[src/rtl/sdram_ctrl_pkg.sv]
// sdram_ctrl_pkg: SDRAM command encodings and sequencer state type.
package sdram_ctrl_pkg;

    localparam logic [2:0] CMD_NOP       = 3'b000;
    localparam logic [2:0] CMD_ACTIVE    = 3'b001;
    localparam logic [2:0] CMD_READ      = 3'b010;
    localparam logic [2:0] CMD_WRITE     = 3'b011;
    localparam logic [2:0] CMD_PRECHARGE = 3'b100;
    localparam logic [2:0] CMD_REFRESH   = 3'b101;

    typedef enum logic [3:0] {
        IDLE,
        ACTIVATE,
        WAIT_RCD,
        RD,
        WR,
        WAIT_CAS,
        PRECHARGE,
        WAIT_RP,
        REFRESH,
        WAIT_RFC
    } state_t;

endpackage

[src/rtl/sdram_ctrl_timer.sv]
// sdram_ctrl_timer: loadable down-counter that parks at zero and flags it.
module sdram_ctrl_timer #(
    parameter int unsigned     WIDTH       = 4,
    parameter logic [WIDTH-1:0] RESET_VALUE = '0
) (
    input  logic             clk,
    input  logic             reset,
    input  logic             load,
    input  logic [WIDTH-1:0] load_value,
    output logic             zero
);

    logic [WIDTH-1:0] count;

    // Load has priority; otherwise count down until zero is reached.
    always_ff @(posedge clk or negedge reset) begin
        if (!reset) begin
            count <= RESET_VALUE;
        end else if (load) begin
            count <= load_value;
        end else if (count != '0) begin
            count <= count - WIDTH'(1);
        end
    end

    assign zero = (count == '0);

endmodule

[src/rtl/sdram_ctrl.sv]
// sdram_ctrl: single-bank SDRAM command sequencer (ACTIVE -> READ/WRITE ->
// PRECHARGE) with tRCD / CAS / tRP timing and a read data_valid pulse.
// Optional periodic auto-refresh is enabled by defining AUTO_REFRESH_EN.
module sdram_ctrl
    import sdram_ctrl_pkg::*;
#(
    parameter int unsigned T_RCD            = 2,
    parameter int unsigned T_CAS            = 3,
`ifdef AUTO_REFRESH_EN
    parameter int unsigned REFRESH_INTERVAL = 64,
    parameter int unsigned T_RFC            = 4,
`endif
    parameter int unsigned T_RP             = 2
) (
    input  logic       clk,
    input  logic       reset,
    input  logic       read_req,
    input  logic       write_req,
    output logic [2:0] sdram_cmd,
    output logic       data_valid
);

    localparam int unsigned T_MAX3 = (T_RCD > T_CAS) ? ((T_RCD > T_RP) ? T_RCD : T_RP)
                                                     : ((T_CAS > T_RP) ? T_CAS : T_RP);
`ifdef AUTO_REFRESH_EN
    localparam int unsigned T_MAX  = (T_MAX3 > T_RFC) ? T_MAX3 : T_RFC;
`else
    localparam int unsigned T_MAX  = T_MAX3;
`endif
    localparam int unsigned CW     = (T_MAX < 1) ? 1 : $clog2(T_MAX + 1);

    // Load values count the NOP cycles remaining after the cycle that loads them.
    localparam logic [CW-1:0] LD_RCD = CW'((T_RCD > 1) ? T_RCD - 2 : 0);
    localparam logic [CW-1:0] LD_CAS = CW'((T_CAS > 1) ? T_CAS - 2 : 0);
    localparam logic [CW-1:0] LD_RP  = CW'(T_RP - 1);
`ifdef AUTO_REFRESH_EN
    localparam logic [CW-1:0] LD_RFC = CW'(T_RFC - 1);
    localparam int unsigned   RW     = $clog2(REFRESH_INTERVAL + 1);
`endif

    state_t          state;
    logic            is_write;
    logic            tmr_load;
    logic [CW-1:0]   tmr_value;
    logic            tmr_zero;

    // Reload the sequence timer whenever the FSM is about to enter a wait state.
    always_comb begin
        tmr_load  = 1'b0;
        tmr_value = '0;
        case (state)
            ACTIVATE:  begin tmr_load = 1'b1; tmr_value = LD_RCD; end
            RD:        begin tmr_load = 1'b1; tmr_value = LD_CAS; end
            PRECHARGE: begin tmr_load = 1'b1; tmr_value = LD_RP;  end
`ifdef AUTO_REFRESH_EN
            REFRESH:   begin tmr_load = 1'b1; tmr_value = LD_RFC; end
`endif
            default:   ;
        endcase
    end

    sdram_ctrl_timer #(
        .WIDTH       (CW),
        .RESET_VALUE ('0)
    ) u_seq_timer (
        .clk        (clk),
        .reset      (reset),
        .load       (tmr_load),
        .load_value (tmr_value),
        .zero       (tmr_zero)
    );

`ifdef AUTO_REFRESH_EN
    logic refresh_pending;
    logic ref_zero;
    logic ref_load;

    // REFRESH is issued on the edge where IDLE sees a pending refresh.
    assign ref_load = (state == IDLE) && refresh_pending;

    sdram_ctrl_timer #(
        .WIDTH       (RW),
        .RESET_VALUE (RW'(REFRESH_INTERVAL))
    ) u_ref_timer (
        .clk        (clk),
        .reset      (reset),
        .load       (ref_load),
        .load_value (RW'(REFRESH_INTERVAL)),
        .zero       (ref_zero)
    );

    // Latch interval expiry until the refresh is actually issued.
    always_ff @(posedge clk or negedge reset) begin
        if (!reset) begin
            refresh_pending <= 1'b0;
        end else if (ref_load) begin
            refresh_pending <= 1'b0;
        end else if (ref_zero) begin
            refresh_pending <= 1'b1;
        end
    end
`endif

    // Command sequencer; sdram_cmd/data_valid are registered alongside the state.
    always_ff @(posedge clk or negedge reset) begin
        if (!reset) begin
            state      <= IDLE;
            sdram_cmd  <= CMD_NOP;
            data_valid <= 1'b0;
            is_write   <= 1'b0;
        end else begin
            sdram_cmd  <= CMD_NOP;
            data_valid <= 1'b0;
            case (state)
                IDLE: begin
`ifdef AUTO_REFRESH_EN
                    if (refresh_pending) begin
                        state     <= REFRESH;
                        sdram_cmd <= CMD_REFRESH;
                    end else
`endif
                    if (write_req || read_req) begin
                        state     <= ACTIVATE;
                        sdram_cmd <= CMD_ACTIVE;
                        is_write  <= write_req;
                    end
                end
                ACTIVATE, WAIT_RCD: begin
                    if (state == WAIT_RCD ? tmr_zero : (T_RCD == 1)) begin
                        state     <= is_write ? WR : RD;
                        sdram_cmd <= is_write ? CMD_WRITE : CMD_READ;
                    end else begin
                        state <= WAIT_RCD;
                    end
                end
                RD, WAIT_CAS: begin
                    if (state == WAIT_CAS ? tmr_zero : (T_CAS == 1)) begin
                        state      <= PRECHARGE;
                        sdram_cmd  <= CMD_PRECHARGE;
                        data_valid <= 1'b1;
                    end else begin
                        state <= WAIT_CAS;
                    end
                end
                WR: begin
                    state     <= PRECHARGE;
                    sdram_cmd <= CMD_PRECHARGE;
                end
                PRECHARGE: state <= WAIT_RP;
                WAIT_RP:   if (tmr_zero) state <= IDLE;
`ifdef AUTO_REFRESH_EN
                REFRESH:   state <= WAIT_RFC;
                WAIT_RFC:  if (tmr_zero) state <= IDLE;
`endif
                default:   state <= IDLE;
            endcase
        end
    end

endmodule

[config.mk]
export PLATFORM = sky130hd
export DESIGN_NAME = sdram_ctrl
export DESIGN_NICKNAME = d
export VERILOG_FILES = /design/src/rtl/sdram_ctrl_pkg.sv /design/src/rtl/sdram_ctrl_timer.sv /design/src/rtl/sdram_ctrl.sv
export SDC_FILE = /design/constraint.sdc
export NUM_CORES = 1
export LEC_CHECK = 0
export CORE_MARGIN = 10
export CORE_UTILIZATION = 35
export DETAILED_ROUTE_END_ITERATION = 6
export SYNTH_ARGS = -nofsm -noshare
export SYNTH_HDL_FRONTEND = slang
export SYNTH_SLANG_ARGS = --single-unit
[constraint.sdc]
create_clock -name clk -period 1.3 [get_ports clk]
set_clock_uncertainty 0.05 [all_clocks]
set_input_delay 0.195 -clock clk [delete_from_list [all_inputs] [get_ports clk]]
set_output_delay 0.195 -clock clk [all_outputs]
set_load 0.05 [all_outputs]
==> results_dict.tcl <==
set metrics [dict create \
    synth_seq_cells 10 \
    num_rows 13 \
    crit_fanout 6 \
    synth_top_family_by_area "compound AO/OA/AOI/OAI gates" \
    hold_path.class "in -> async" \
    vias 439 \
    grt_setup_unrepaired "true" \
    area_delta_synth_final_pct 44.39 \
    first_pass_iters 4 \
    io_buffers 7 \
    cp.required_ns 1.44 \
    rr_startpoint "u_seq_timer.count[0]" \
    worstSetupEndpointType "register" \
    antenna_found_initial 0 \
    place_congestion 0.8297 \
    status "finished clean" \
    critPathKind "reg -> reg" \
    grt_pass1_vias 406 \
    fmax_ghz 0.7711 \
    die-area_um2 3397 \
    design_area_um2 740.7 \
    cts.sinks 10 \
    synthAdderAreaFrac 0.02439 \
    postPlaceCellArea_um2 643.1 \
    synth_area_per_cell_um2 9.679 \
    cts_buffers 3 \
    power_density_nw_per_um2 2594 \
    wl_met3_um 52 \
    relSlewSlack 0.6872 \
    cts_root_buffer "clkbuf_4" \
    num-fill-cells 120 \
    grt_max_degree 12 \
    drive_gt1_frac 0.3284 \
    wirelength_um 1085 \
    syn-instance-count 53 \
    synth_xor_area_frac 0.01707 \
    hpwl_um 795.8 \
    leakage_uw 0.0003311 \
    ioPinCount 8 \
    drv_cap 0 \
    die_x_um 58.29 \
    synthSimpleGateAreaFrac 0.1732 \
    dp_slack_ns -0.01938 \
    drt_iter0_markers 13 \
    worstMarginPinSlew_ns 0.4678 \
    finalSetupViolCount 0 \
    cts.clk_slew.worst_paths_ns 0.06 \
    wl_met1_um 454 \
    ir_worst_vdd_mv 1.269 \
    cts_tree "done" \
    die_h_um 58.29 \
    worst_slack_ns 0.003152 \
    clk_path_buf_depth 2 \
    syn_nets 58 \
    core_um2 1334 \
    grt_pass1_wl_um 1800 \
    htreeDepth 1 \
    wl_met2_um 558 \
    stdcell_count 82 \
    fin_crit_sh 0.9976 \
    seq_area_frac_synth 0.4878 \
    clk_latency_ns 0.26 \
    drv_slew 0 \
    fin_crit_ns 1.297 \
    initial_core_util 0.3846 \
    synth_area_um2 513.0 \
    startpoint "u_seq_timer.count[0]" \
    via_per_inst 5.354 \
    fin_nets 73 \
    avgRoutedWirePerCell_um 13.23 \
    overflow 0 \
    finalPower_uw 1922 \
    drc_errors 0 \
    n_antenna_cell 0 \
    hold_viol 0 \
    synth_warnings 0 \
    arrival_ns 1.44 \
    dp.cells 75 \
    grt.total_usage 0.06649 \
    synthMuxAreaShare 0 \
    ant_nets 0 \
    ys_types 27 \
    highest_layer "met4" \
    synth_compound_area_frac 0.2195 \
    cp-start-kind "register" \
]
-- flip-flops by register name, summed over array words and instances (netlist names) --
signal	cells
sdram_cmd	3
is_write	1
data_valid	1
state	3
u_seq_timer.count	2
-- worst max-delay path, cell delays in order (launching register included) --
cell and delay (ns):
dfrtp_1 0.37, inv_1 0.06, ha_2 0.21, buf_6 0.13
buf_6 0.10, buf_4 0.09, nand3_1 0.06, a21boi_1 0.14
-- Yosys cell counts --
cell type | count | share of area
buf_4 | 1 | 0.015
o22ai_1 | 1 | 0.012
nand3_1 | 1 | 0.0097
nor2b_1 | 2 | 0.024
a22oi_1 | 1 | 0.015
a22o_1 | 1 | 0.017
a41oi_1 | 1 | 0.017
nor2_1 | 4 | 0.029
buf_6 | 1 | 0.022
a32oi_1 | 1 | 0.017
nor3_1 | 1 | 0.0097
dfrtp_1 | 10 | 0.49
nand2b_1 | 2 | 0.024
or2_1 | 1 | 0.012
buf_2 | 2 | 0.020
o21ai_0 | 3 | 0.029
or2b_1 | 1 | 0.015
nor3_2 | 1 | 0.020
o21a_1 | 1 | 0.015
nand2_1 | 4 | 0.029
ha_1 | 1 | 0.024
o21bai_1 | 1 | 0.015
inv_1 | 3 | 0.022
a21oi_1 | 4 | 0.039
a21boi_0 | 2 | 0.029
a21o_1 | 1 | 0.015
xor2_1 | 1 | 0.017
-- final timing paths --
path                       cells after the start  slack (ns)              endpoint
hold / removal                                 1        0.20          sdram_cmd[0]
max in group asynchronous                      1        0.68          sdram_cmd[1]
setup / recovery                               7       0.003          sdram_cmd[0]
setup reg to reg                               7       0.003          sdram_cmd[0]
hold reg to reg                                2        0.49  u_seq_timer.count[1]
min in group clk                               2        0.49  u_seq_timer.count[1]
-- stage by stage --
stage          setup TNS [ns]  utilization  hold WS, ns
5_1_grt               -0.2483       0.5553       0.2181
3_5_place_dp         -0.02946       0.4822       0.4843
3_3_place_gp         -0.01754       0.4822       0.4676
2_1_floorplan               0            -      -0.1506
6_report                    0       0.5553       0.1995
4_1_cts             -0.001805       0.5197       0.2011
-- metal layers --
layer / global-route usage / vias to the layer above
met5: 0 / -
met4: 0.04027 / 0
met3: 0.03050 / 2
met2: 0.1002 / 11
met1: 0.07421 / 215
li1: - / 211
-- where the power goes --
part	internal [uW]	leakage, uW	switching (uW)
Sequential	424	0.000122	169
Clock	170	0.0000210	105
Combinational	569	0.000188	485
Total	1160	0.000331	759
-- final cells by class --
class                      instances  area, um2  area share
clock buffer                       4      36.28     0.04899
inverter                           3      11.26     0.01520
multi-input combinational         36      254.0      0.3429
sequential                        10      250.2      0.3378
tap                               15      18.77     0.02534
timing repair buffer              14      170.2      0.2297
-- timing repair --
action                                 CTS  global route
gates resized for setup                  3            11
endpoints found under the hold margin    0             0
pin swaps                                4             6
buffers inserted                         0             3
hold buffers                             0             0
setup endpoints to repair                3             4
-- cells in the final DEF, fill, tap and decap left out --
cell type,n
a21boi_1,2
a21o_1,1
a21oi_1,4
a22o_1,1
a22oi_1,1
a32oi_2,1
a41oi_1,1
buf_12,4
buf_4,5
buf_6,2
clkbuf_4,3
clkbuf_8,1
clkdlybuf4s50_1,3
dfrtp_1,10
ha_2,1
inv_1,3
nand2_1,4
nand2b_1,1
nand2b_4,1
nand3_1,1
nor2_1,4
nor2b_1,1
nor2b_2,1
nor3_1,1
nor3_2,1
o21a_1,1
o21ai_0,1
o21ai_1,1
o21ai_2,1
o21bai_1,1
o22ai_1,1
or2_1,1
or2b_1,1
xor2_2,1
-- logic make-up (layout without fill, tap and decap cells) --
kind of cell / Yosys count / in the layout
buf+inv: 7 / 21
fa+ha+maj: 1 / 1
xor+xnor: 1 / 1
compound gates: 17 / 17
flops: 10 / 10
simple gates: 17 / 17
(Power assumes the default switching activity.)
